==> config.mk <==
export PLATFORM = sky130hd
export DESIGN_NAME = branch_history_cache
export DESIGN_NICKNAME = d
export VERILOG_FILES = /design/src/rtl/branch_history_cache.sv
export SDC_FILE = /design/constraint.sdc
export NUM_CORES = 1
export LEC_CHECK = 0
export BUFFER_PORTS_ARGS = -buffer_cell sky130_fd_sc_hd__buf_2
export CAP_MARGIN = 20
export CORE_MARGIN = 2
export CORE_UTILIZATION = 30
export DETAILED_ROUTE_END_ITERATION = 8
export PLACE_DENSITY = 0.48
export SLEW_MARGIN = 20
export SYNTH_ARGS = -nofsm -noshare
export SYNTH_HDL_FRONTEND = slang
export SYNTH_SLANG_ARGS = --single-unit
==> constraint.sdc <==
create_clock -name clk -period 6.13 [get_ports clk]
set_input_delay 0.613 -clock clk [delete_from_list [all_inputs] [get_ports clk]]
set_output_delay 0.613 -clock clk [all_outputs]
set_load 0.1 [all_outputs]
==> src/rtl/branch_history_cache.sv <==
// 2-way set-associative branch history table: combinational lookup, update-on-resolve,
// pseudo-LRU replacement and a one-set-per-cycle invalidate sweep. Optional stats via BHC_STATS_EN.
module branch_history_cache #(
  parameter int PC_WIDTH    = 10,
  parameter int INDEX_WIDTH = 4,
  parameter int HIST_WIDTH  = 3,
  parameter int COUNT_WIDTH = 16
) (
  input  logic                   clk,
  input  logic                   rst,
  input  logic [PC_WIDTH-1:0]    rd_pc,
  output logic                   rd_hit,
  output logic [HIST_WIDTH-1:0]  rd_history,
  input  logic                   upd_we,
  input  logic [PC_WIDTH-1:0]    upd_pc,
  input  logic                   upd_taken,
  output logic                   upd_hit,
  output logic [HIST_WIDTH-1:0]  upd_history,
  output logic                   evict,
  input  logic                   flush_req,
  output logic                   busy
`ifdef BHC_STATS_EN
  ,
  output logic [COUNT_WIDTH-1:0] hit_count,
  output logic [COUNT_WIDTH-1:0] miss_count
`endif
);

  localparam int SETS      = 1 << INDEX_WIDTH;
  localparam int TAG_WIDTH = PC_WIDTH - INDEX_WIDTH;

  typedef enum logic {IDLE, FLUSH} state_t;

  state_t                 state_reg, state_next;
  logic [INDEX_WIDTH-1:0] cnt_reg, cnt_next;

  logic                  valid_reg [2][SETS];
  logic [TAG_WIDTH-1:0]  tag_reg   [2][SETS];
  logic [HIST_WIDTH-1:0] hist_reg  [2][SETS];
  logic                  lru_reg   [SETS];

  logic [INDEX_WIDTH-1:0] rd_set, upd_set;
  logic [TAG_WIDTH-1:0]   rd_tag, upd_tag;
  logic [1:0]             rd_match, upd_match;
  logic                   accept, upd_way;
  logic [HIST_WIDTH-1:0]  hist_new;

  assign rd_set  = rd_pc[INDEX_WIDTH-1:0];
  assign rd_tag  = rd_pc[PC_WIDTH-1:INDEX_WIDTH];
  assign upd_set = upd_pc[INDEX_WIDTH-1:0];
  assign upd_tag = upd_pc[PC_WIDTH-1:INDEX_WIDTH];

  generate
    for (genvar gi = 0; gi < 2; gi++) begin : g_way
      assign rd_match[gi]  = valid_reg[gi][rd_set] && (tag_reg[gi][rd_set] == rd_tag);
      assign upd_match[gi] = valid_reg[gi][upd_set] && (tag_reg[gi][upd_set] == upd_tag);
    end
  endgenerate

  assign busy   = (state_reg == FLUSH);
  assign accept = upd_we && !busy;

  always_comb begin
    rd_hit      = 1'b0;
    rd_history  = '0;
    upd_hit     = 1'b0;
    upd_history = '0;
    evict       = 1'b0;
    if (!busy) begin
      rd_hit = |rd_match;
      if (rd_match[0])      rd_history = hist_reg[0][rd_set];
      else if (rd_match[1]) rd_history = hist_reg[1][rd_set];
      upd_hit = |upd_match;
      if (upd_match[0])      upd_history = hist_reg[0][upd_set];
      else if (upd_match[1]) upd_history = hist_reg[1][upd_set];
      evict = upd_we && !(|upd_match) && valid_reg[0][upd_set] && valid_reg[1][upd_set];
    end
  end

  // upd_history is zero on a miss, so one shift covers both the hit and the fresh-entry case
  assign hist_new = (upd_history << 1) | HIST_WIDTH'(upd_taken);

  always_comb begin
    if (upd_match[1])                 upd_way = 1'b1;
    else if (upd_match[0])            upd_way = 1'b0;
    else if (!valid_reg[0][upd_set])  upd_way = 1'b0;
    else if (!valid_reg[1][upd_set])  upd_way = 1'b1;
    else                              upd_way = lru_reg[upd_set];
  end

  always_comb begin
    state_next = state_reg;
    cnt_next   = cnt_reg;
    case (state_reg)
      IDLE: begin
        if (flush_req) begin
          state_next = FLUSH;
          cnt_next   = '0;
        end
      end
      FLUSH: begin
        cnt_next = cnt_reg + 1'b1;
        if (cnt_reg == '1) state_next = IDLE;
      end
      default: state_next = IDLE;
    endcase
  end

  always_ff @(posedge clk or negedge rst) begin
    if (!rst) begin
      state_reg <= IDLE;
      cnt_reg   <= '0;
      for (int s = 0; s < SETS; s++) begin
        lru_reg[s] <= 1'b0;
        for (int w = 0; w < 2; w++) begin
          valid_reg[w][s] <= 1'b0;
          tag_reg[w][s]   <= '0;
          hist_reg[w][s]  <= '0;
        end
      end
    end else begin
      state_reg <= state_next;
      cnt_reg   <= cnt_next;
      if (busy) begin
        // Sweep clears only valid and lru; tags and histories are left stale
        valid_reg[0][cnt_reg] <= 1'b0;
        valid_reg[1][cnt_reg] <= 1'b0;
        lru_reg[cnt_reg]      <= 1'b0;
      end else if (accept) begin
        valid_reg[upd_way][upd_set] <= 1'b1;
        tag_reg[upd_way][upd_set]   <= upd_tag;
        hist_reg[upd_way][upd_set]  <= hist_new;
        lru_reg[upd_set]            <= ~upd_way;
      end
    end
  end

`ifdef BHC_STATS_EN
  logic [COUNT_WIDTH-1:0] hit_count_reg, miss_count_reg;

  always_ff @(posedge clk or negedge rst) begin
    if (!rst) begin
      hit_count_reg  <= '0;
      miss_count_reg <= '0;
    end else if (state_reg == IDLE && flush_req) begin
      hit_count_reg  <= '0;
      miss_count_reg <= '0;
    end else if (accept) begin
      if (upd_hit && hit_count_reg != '1)        hit_count_reg  <= hit_count_reg + 1'b1;
      else if (!upd_hit && miss_count_reg != '1) miss_count_reg <= miss_count_reg + 1'b1;
    end
  end

  assign hit_count  = hit_count_reg;
  assign miss_count = miss_count_reg;
`endif

endmodule

==> results of run 1 <==
final timing paths:
check | cells past startpoint | end | slack, ps | start
min | 2 | cnt_reg[1] | 300 | flush_req
max reg2reg | 9 | hist_reg[8] | 2320 | tag_reg[169]
min reg2reg | 1 | valid_reg[1] | 490 | valid_reg[1]
min in group asynchronous | 2 | hist_reg[64] | 500 | rst
max | 11 | upd_history[1] | 1090 | upd_pc[0]
max in group asynchronous | 4 | cnt_reg[2] | 4020 | rst
worst max-delay path: cells and delay by family:
| family | cells | cell delay [ps] |
|---|---|---|
| buffers and inverters | 4 | 1820 |
| AOI/OAI and AO/OA | 3 | 860 |
| and+or+nand+nor | 3 | 790 |
| muxes | 1 | 280 |
placed cells by master (no fill, tap or decap), types with 15 or more instances in the layout:
cell type,count
a21o_1,17
nand3_1,16
nand2_1,94
buf_2,26
mux2_4,32
buf_4,47
nor2_1,15
mux2_2,196
mux4_2,184
clkbuf_16,44
mux2_1,67
mux2i_1,39
nand4_1,19
dfrtp_1,341
metrics by stage:
step	hold slack, ps	area, µm²	setup WS (ps)
floorplan	317	19200	989
global route	311	21700	875
CTS	194	21700	1010
finish	298	21700	1090
global placement	476	20200	1080
detailed placement	484	20200	1020
timing repair:
item	in CTS	in global routing
hold buffers	0	1
hold endpoints to repair	0	33
buffers inserted	0	0
power by group:
group	internal, mW	switching, mW	leakage [nW]
registers	2.60	0.296	4.70
logic	0.672	0.634	4.44
clock network	1.50	1.04	0.705
cell families after synthesis:
kind of cell    share of synthesized area
flops                               0.446
xor+xnor                          0.00961
simple gates                       0.0471
mux                                 0.418
fa+ha+maj                         0.00261
buf+inv                            0.0340
compound gates                     0.0434
layer usage:
metal | vias up | track usage
met1 | 6488 | 0.255
met3 | 95 | 0.0356
li1 | 5019 | -
met5 | - | 0
met4 | 0 | 0.0578
met2 | 376 | 0.280
cell type report:
type / instances / share of cell area
flip-flops and latches: 341 / 0.393
inverters: 10 / 0.00173
repair buffers: 83 / 0.0307
well taps: 846 / 0.0488
multi-input cells: 826 / 0.460
clock buffers: 60 / 0.0586
diodes: 1 / 0.000115
clock inverters: 20 / 0.00726
==> results.sh, run 1 <==
export IMPL_dp_cells=2104
export IMPL_synthTopCellsByArea="dfrtp_1, mux4_2, mux2_2"
export IMPL_crit_top_cell="buf_4"
export IMPL_ys_ff_latch=341
export IMPL_portBuffers=34
export IMPL_dr_total_vias=12000
export IMPL_drive_gt1_frac=0.442
export IMPL_die_h_um=257
export IMPL_drc=0
export IMPL_relSlewSlack=0.353
export IMPL_crit_path_start_kind="primary input"
export IMPL_syn_to_final_growth_pct=13.4
export IMPL_synth_top_flop_cell="dfrtp_1"
export IMPL_multiInputGateArea_um2=9980
export IMPL_grt_antenna_before_repair=0
export IMPL_min_path_type="in2reg"
export IMPL_cts_max_level=2
export IMPL_drt_total_wl_um=59300
export IMPL_grt_pass1_vias=12400
export IMPL_netlist_cell_type_count=63
export IMPL_die_w_um=257
export IMPL_initial_core_util=0.304
export IMPL_clkTransAtPathRegs_ps=50
export IMPL_clock_fmax_mhz=199
export IMPL_arrival_ps=4420
export IMPL_fillers=6145
export IMPL_ant_nets=0
export IMPL_grt_max_degree=138
export IMPL_synth_common_cells="dfrtp_1, mux2_2, mux4_2, nand2_1, mux2_1"
export IMPL_ys_warn_count=0
export IMPL_cap_violations=0
export IMPL_slowest_stage="buf_4"
export IMPL_rsz0062_at_grt="false"
export IMPL_yosys_area_top_type="dfrtp_1"
export IMPL_hold_viol_final=0
export IMPL_rows=92
export IMPL_synth_most_common_cell="dfrtp_1"
export IMPL_cts_root_buffer="clkbuf_16"
export IMPL_power_density_nw_per_um2=310
export IMPL_final_core_util=0.344
export IMPL_netlist_area_um2=19100
export IMPL_skew_ps=22.7
export IMPL_path_cells="buf_4 > buf_4 > nand2b_1 > o32ai_1 > o41ai_1 > nand4_1 > a211o_1 > nor2_1 > mux2i_2 > buf_4 > buf_12"
export IMPL_synth_top_area_frac=0.446
export IMPL_track_usage=0.181
export IMPL_largest_reg_flops=192
export IMPL_setup_violations=0
export IMPL_cp_required_ps=5520
export IMPL_regArea_um2=8530
export IMPL_syn_nets=1322
export IMPL_stdcell_count=2187
export IMPL_io_pins=35
export IMPL_worstMarginPinSlew_ps=970
export IMPL_synth_edf_count=0
export IMPL_highest_layer="met4"
export IMPL_power_mw=6.73
export IMPL_wl_met1_um=26600
export IMPL_cts_sinks=341
export IMPL_dr_wl_met3_um=3500
export IMPL_routabilityCongestion=0.800
export IMPL_clockBufferDepth=3
export IMPL_syn_area_per_cell_um2=14.8
export IMPL_drv_slew=0
export IMPL_crit_path_end_kind="primary output"
export IMPL_fin_setup_tns_ps=0
export IMPL_drt_wirelength_per_cell_um=27.1
export IMPL_syn_inst=1293
export IMPL_dpl_hpwl_um=37700
export IMPL_grt_pass1_wl_um=87700
export IMPL_vdd_ir_drop_max_uv=182
export IMPL_cp_max_fo=45
export IMPL_layout_nets=1334
export IMPL_drtIter0Drc=986
export IMPL_leakage_nw=9.84
export IMPL_wl_met2_um=27500
export IMPL_period_needed_ps=5040
export IMPL_path_class="in2out"
export IMPL_status="finished clean"
export IMPL_die_area_um2=65900
export IMPL_viasPerCell=5.48
export IMPL_core_area_um2=63100
export IMPL_yosysSeqAreaShare=0.446
export IMPL_drt_pass1_iter_count=7
export IMPL_grt_overflow=0
export IMPL_synthArstFlopShare=1.00
export IMPL_max_stage_delay_ps=720
export IMPL_ctsResizeCount=0
export IMPL_fin_crit_sh=0.822
export IMPL_cts_buffers=43
export IMPL_tritoncts="yes"
export IMPL_clk_latency_ps=580
Note: power is estimated with default switching activity, not from simulation.
==> run 2: changes to the inputs <==
clock period = 5.1 ns   (was 6.13 ns; I/O delays follow)
==> run 2 against run 1 <==
Net effect:
- count of clock-buffer cells in the layout increased by 3
- largest cell class unchanged
- register-to-register slack worse by 980 ps
- clock power is 15% higher
- setup slack worse by 570 ps
- via count about the same
- wire length up 0.34%
- sequential power increased by 19%
- first-iteration DRC count fell by 14%
- largest power group unchanged
- highest routed layer unchanged
- sequential share of layout area decreased by 0.37 points
- flip-flop and latch count unchanged
==> results.sh, run 2 (same netlist as run 1, synthesis figures left out) <==
export IMPL_rsz0062_at_grt="false"
export IMPL_initial_core_util=0.304
export IMPL_final_cell_mix="dfrtp_1, mux2_2, mux4_2"
export IMPL_crit_path_start="upd_pc[1]"
export IMPL_die_area_um2=65900
export IMPL_clockBufferDepth=3
export IMPL_ant_nets=0
export IMPL_grt_pass1_vias=12500
export IMPL_core_area_um2=63100
export IMPL_dr_total_vias=12000
export IMPL_io_pins=35
export IMPL_tritoncts="yes"
export IMPL_num_antenna_cells=0
export IMPL_cts_root_buffer="clkbuf_16"
export IMPL_leakage_nw=9.93
export IMPL_drive_gt1_frac=0.443
export IMPL_skew_ps=28.6
export IMPL_drv_slew=0
export IMPL_relSlewSlack=0.397
export IMPL_rows=92
export IMPL_largest_reg_flops=192
export IMPL_cts_max_level=2
export IMPL_grt_max_degree=132
export IMPL_cts_buffers=42
export IMPL_die_w_um=257
export IMPL_die_h_um=257
export IMPL_arrival_ps=4070
export IMPL_drt_pass1_iter_count=5
export IMPL_path_class="in2out"
export IMPL_r2r_start="tag_reg[144]"
export IMPL_grt_overflow=0
export IMPL_ctsResizeCount=0
export IMPL_hold_viol_final=0
export IMPL_portBuffers=34
export IMPL_drtIter0Drc=851
export IMPL_clk_latency_ps=590
export IMPL_crit_path_end_kind="primary output"
export IMPL_drt_wirelength_per_cell_um=27.1
export IMPL_cts_sinks=341
export IMPL_post_cts_buffers=0
export IMPL_cp_max_fo=45
export IMPL_setup_violations=0
export IMPL_met3_usage=0.0402
export IMPL_final_core_util=0.347
export IMPL_min_path_type="in2async"
export IMPL_routabilityCongestion=0.800
export IMPL_cts_hold_buffers=0
export IMPL_fin_setup_tns_ps=0
export IMPL_layout_nets=1354
export IMPL_grt_busiest_layer="met2"
export IMPL_track_usage=0.183
export IMPL_drc=0
export IMPL_cp_required_ps=4590
export IMPL_syn_to_final_growth_pct=14.4
export IMPL_mostFrequentLayoutCell="dfrtp_1"
export IMPL_power_density_nw_per_um2=364
export IMPL_viasPerCell=5.45
export IMPL_dpl_hpwl_um=38900
export IMPL_worstMarginPinSlew_ps=897
export IMPL_gr_usage_met1=0.259
export IMPL_cap_violations=0
export IMPL_fin_crit_sh=0.898
export IMPL_period_needed_ps=4580
export IMPL_status="finished clean"
export IMPL_vdd_ir_drop_max_uv=188
export IMPL_drt_total_wl_um=59500
export IMPL_grt_pass1_wl_um=88800
export IMPL_clock_fmax_mhz=218
export IMPL_crit_path_start_kind="primary input"
export IMPL_clkTransAtPathRegs_ps=50
export IMPL_grt_use_met2=0.283
export IMPL_grt_antenna_before_repair=0
==> run 2: cell types whose count changed in the layout (fill, tap and decap cells not counted), sizes merged <==
| cell | before | now |
|---|---|---|
| clkbuf | 60 | 63 |
| buf | 82 | 104 |
| diode | 1 | 0 |
| clkinvlp | 4 | 0 |
| clkinv | 13 | 7 |
| inv | 12 | 11 |
| dlygate4sd3 | 1 | 0 |
==> run 2: metal layers <==
| layer | vias up | wire, µm |
|---|---|---|
| met4 | 0 | 1540 |
| met1 | 6515 | 27000 |
| met3 | 93 | 3420 |
| li1 | 5050 | - |
| met2 | 325 | 27600 |
| met5 | - | 0 |
==> run 2: cell type report <==
class,instances,area (µm²)
clock buffer,63,1230
clock inverter,9,96.3
fill,6120,41200
inverter,10,37.5
multi-input combinational,826,9980
sequential,341,8530
tap,846,1060
timing repair buffer,104,977
==> run 2: final timing paths <==
path                                   to  slack (ps)  depth (start not counted)
max in group asynchronous     tag_reg[70]        3820                          2
min                          hist_reg[64]           2                          1
min in group clk               cnt_reg[1]         200                          2
max reg2reg                   tag_reg[64]        1340                         10
min reg2reg                  valid_reg[9]         500                          1
max                        upd_history[2]         520                         12
==> run 2: report_power, final <==
group	leakage (nW)	switching (mW)	total, mW	internal, mW
registers	4.70	0.326	3.45	3.12
clock network	0.654	1.20	2.92	1.72
logic	4.57	0.781	1.62	0.838
==> run 2: critical path: stages <==
cell and delay (ps):
buf_4 570, buf_12 380, nor2b_1 360, buf_4 250, a22oi_1 130, nand3_1 140
nand4b_1 100, a211o_1 430, nor2_1 450, nand2_1 130, a21oi_1 320, buf_12 220
==> run 2: stage by stage <==
| step | hold slack [ps] | power [mW] | worst slack, ps | instances | area, µm² |
|---|---|---|---|---|---|
| 2_1_floorplan | 214 | 4.58 | 165 | 1293 | 19200 |
| 3_3_place_gp | 473 | 5.08 | 517 | 2127 | 20600 |
| 3_5_place_dp | 487 | 5.11 | 512 | 2127 | 20600 |
| 4_1_cts | 22.9 | 8.06 | 537 | 2199 | 21900 |
| 5_1_grt | 59.9 | 8.37 | 349 | 2199 | 21900 |
| 6_report | 1.93 | 7.99 | 519 | 2199 | 21900 |
==> run 3: changes to the inputs <==
RECOVER_POWER = 50   (was unset)
SKIP_LAST_GASP = 1   (was unset)
==> run 3 against run 2 <==
Net effect:
- the flow now finishes with violations (capacitance limit, slew limit)
- cell count did not move
- non-clock buffer count did not move
- wire length barely moved
- critical path type unchanged
- hold slack improved by 200 ps
- setup slack improved by 37 ps
- first-iteration DRC count rose by 4.7%
- critical path depth did not move
==> results.sh, run 3 (same netlist as run 1, synthesis figures left out) <==
export IMPL_drive_gt1_frac=0.442
export IMPL_post_dp_cell_area_um2=20600
export IMPL_fin_setup_tns_ps=0
export IMPL_crit_path_end_kind="primary output"
export IMPL_syn_to_final_growth_pct=14.2
export IMPL_ant_nets=0
export IMPL_cap_violations=3
export IMPL_crit_path_start_kind="primary input"
export IMPL_vdd_ir_drop_max_uv=188
export IMPL_design_area_um2=21900
export IMPL_drt_total_wl_um=59500
export IMPL_viasPerCell=5.46
export IMPL_dpl_hpwl_um=38900
export IMPL_grt_max_degree=132
export IMPL_die_w_um=257
export IMPL_grt_pass1_wl_um=88800
export IMPL_core_area_um2=63100
export IMPL_rr_worst_depth=10
export IMPL_cts_buffers=42
export IMPL_path_class="in2out"
export IMPL_path_cells="buf_4 > buf_12 > nor2b_1 > buf_4 > a22oi_1 > nand3_1 > nand4b_1 > a211o_1 > o21ai_0 > nor2b_1 > buf_4 > buf_12"
export IMPL_layout_nets=1354
export IMPL_hold_start="flush_req"
export IMPL_power_density_nw_per_um2=365
export IMPL_cts_root_buffer="clkbuf_16"
export IMPL_largest_reg_flops=192
export IMPL_routabilityCongestion=0.800
export IMPL_initial_core_util=0.304
export IMPL_slowest_stage="buf_4"
export IMPL_ff2ff_setup_slack_ps=1340
export IMPL_drc=0
export IMPL_grt_antenna_before_repair=0
export IMPL_io_pins=35
export IMPL_skew_ps=28.4
export IMPL_setup_violations=0
export IMPL_portBuffers=34
export IMPL_grt_overflow=0
export IMPL_worstReg2RegEnd="tag_reg[64]"
export IMPL_r2r_start="tag_reg[144]"
export IMPL_cts_sinks=341
export IMPL_ctsResizeCount=0
export IMPL_min_path_type="in2reg"
export IMPL_die_area_um2=65900
export IMPL_num_antenna_cells=0
export IMPL_p_comb_frac=0.202
export IMPL_clock_fmax_mhz=220
export IMPL_rsz0062_at_grt="false"
export IMPL_drv_slew=346
export IMPL_track_usage=0.183
export IMPL_power_share_clock=0.366
export IMPL_dr_total_vias=12000
export IMPL_period_needed_ps=4540
export IMPL_grt_pass1_vias=12500
export IMPL_fillers=6125
export IMPL_tritoncts="yes"
export IMPL_layout_setup_ws_ps=556
export IMPL_cts_max_level=2
export IMPL_preCtsSetupSlack_ps=512
export IMPL_p_switching_mw=2.31
export IMPL_relSlewSlack=-0.776
export IMPL_hold_depth=2
export IMPL_hold_viol_final=0
export IMPL_leakage_nw=9.91
export IMPL_clk_latency_ps=590
export IMPL_post_cts_buffers=0
export IMPL_rows=92
export IMPL_final_cell_mix="dfrtp_1, mux2_2, mux4_2"
export IMPL_worstHoldEndpoint="cnt_reg[1]"
export IMPL_violations="capacitance limit, slew limit"
export IMPL_status="complete, but fails checks"
export IMPL_switching_share=0.289
export IMPL_clkTransAtPathRegs_ps=60
export IMPL_drtIter0Drc=891
export IMPL_max_stage_delay_ps=560
export IMPL_intPower_mw=5.67
export IMPL_worstMarginPinSlew_ps=2660
export IMPL_drt_pass1_iter_count=6
export IMPL_arrival_ps=4030
export IMPL_clockBufferDepth=3
export IMPL_cp_required_ps=4590
export IMPL_seq_power_share=0.432
export IMPL_fin_crit_sh=0.891
export IMPL_mostFrequentLayoutCell="dfrtp_1"
export IMPL_die_h_um=257
export IMPL_drt_wirelength_per_cell_um=27.1
export IMPL_cts_hold_buffers=0
export IMPL_critPathBufInv=5
export IMPL_cp_top_family="buffers and inverters"
export IMPL_cp_max_fo=45
export IMPL_crit_top_cell="buf_4"
==> run 3: cell count changes in the layout (fill, tap and decap cells not counted), sizes merged <==
cell	before	now
buf	104	100
clkbuf	63	67
==> run 3: worst register-to-register path, stage by stage (launching register included) <==
cell	delay, ps
dfrtp_1	400
mux4_2	460
or3_1	320
o221ai_1	140
nor3_1	120
nor2_1	530
o221ai_4	290
buf_12	240
buf_4	170
a21oi_4	570
mux2_2	420
==> run 3: power by group through the flow <==
stage / sequential [mW] / combinational, mW / clock [mW]
finish: 3.45 / 1.61 / 2.92
global route: 3.50 / 1.74 / 3.11
CTS: 3.44 / 1.63 / 2.99
detailed placement: 3.48 / 1.63 / 0
global placement: 3.47 / 1.60 / 0
floorplan: 3.39 / 1.20 / 0
==> run 3: worst max path at each step <==
stage | start | endpoint | slack (ps) | cells past startpoint
floorplan | rd_pc[0] | rd_history[0] | 170 | 10
global placement | upd_pc[1] | upd_history[0] | 520 | 11
detailed placement | upd_pc[1] | tag_reg[64] | 510 | 12
CTS | upd_pc[0] | upd_history[2] | 540 | 11
global route | rst | tag_reg[64] | 280 | 2
finish | upd_pc[1] | upd_hit | 560 | 12
==> run 3: stage by stage <==
stage | total power [mW] | hold WS (ps) | instances | utilization
2_1_floorplan | 4.58 | 214 | 1293 | -
3_3_place_gp | 5.08 | 473 | 2127 | 0.326
3_5_place_dp | 5.11 | 487 | 2127 | 0.326
4_1_cts | 8.06 | 22.9 | 2199 | 0.347
5_1_grt | 8.36 | 199 | 2199 | 0.347
6_report | 7.98 | 202 | 2199 | 0.347
==> run 3: per-layer routing <==
metal  part of all wire  vias to the layer above  routed length, µm  global-route usage
met2               0.46                      344              27500               0.283
li1                   -                     5047                  -                   -
met3              0.057                       97               3380              0.0402
met1               0.45                     6513              27000               0.259
met4              0.027                        0               1580              0.0507
met5                  0                        -                  0                   0
==> run 3: cell type report <==
| class | count | area, µm² | share of cell area |
|---|---|---|---|
| Sequential cell | 341 | 8530 | 0.390 |
| Clock buffer | 63 | 1230 | 0.0563 |
| Inverter | 10 | 37.5 | 0.00172 |
| Multi-Input combinational cell | 826 | 9980 | 0.456 |
| Tap cell | 846 | 1060 | 0.0484 |
| Timing Repair Buffer | 104 | 938 | 0.0429 |
| Clock inverter | 9 | 96.3 | 0.00441 |
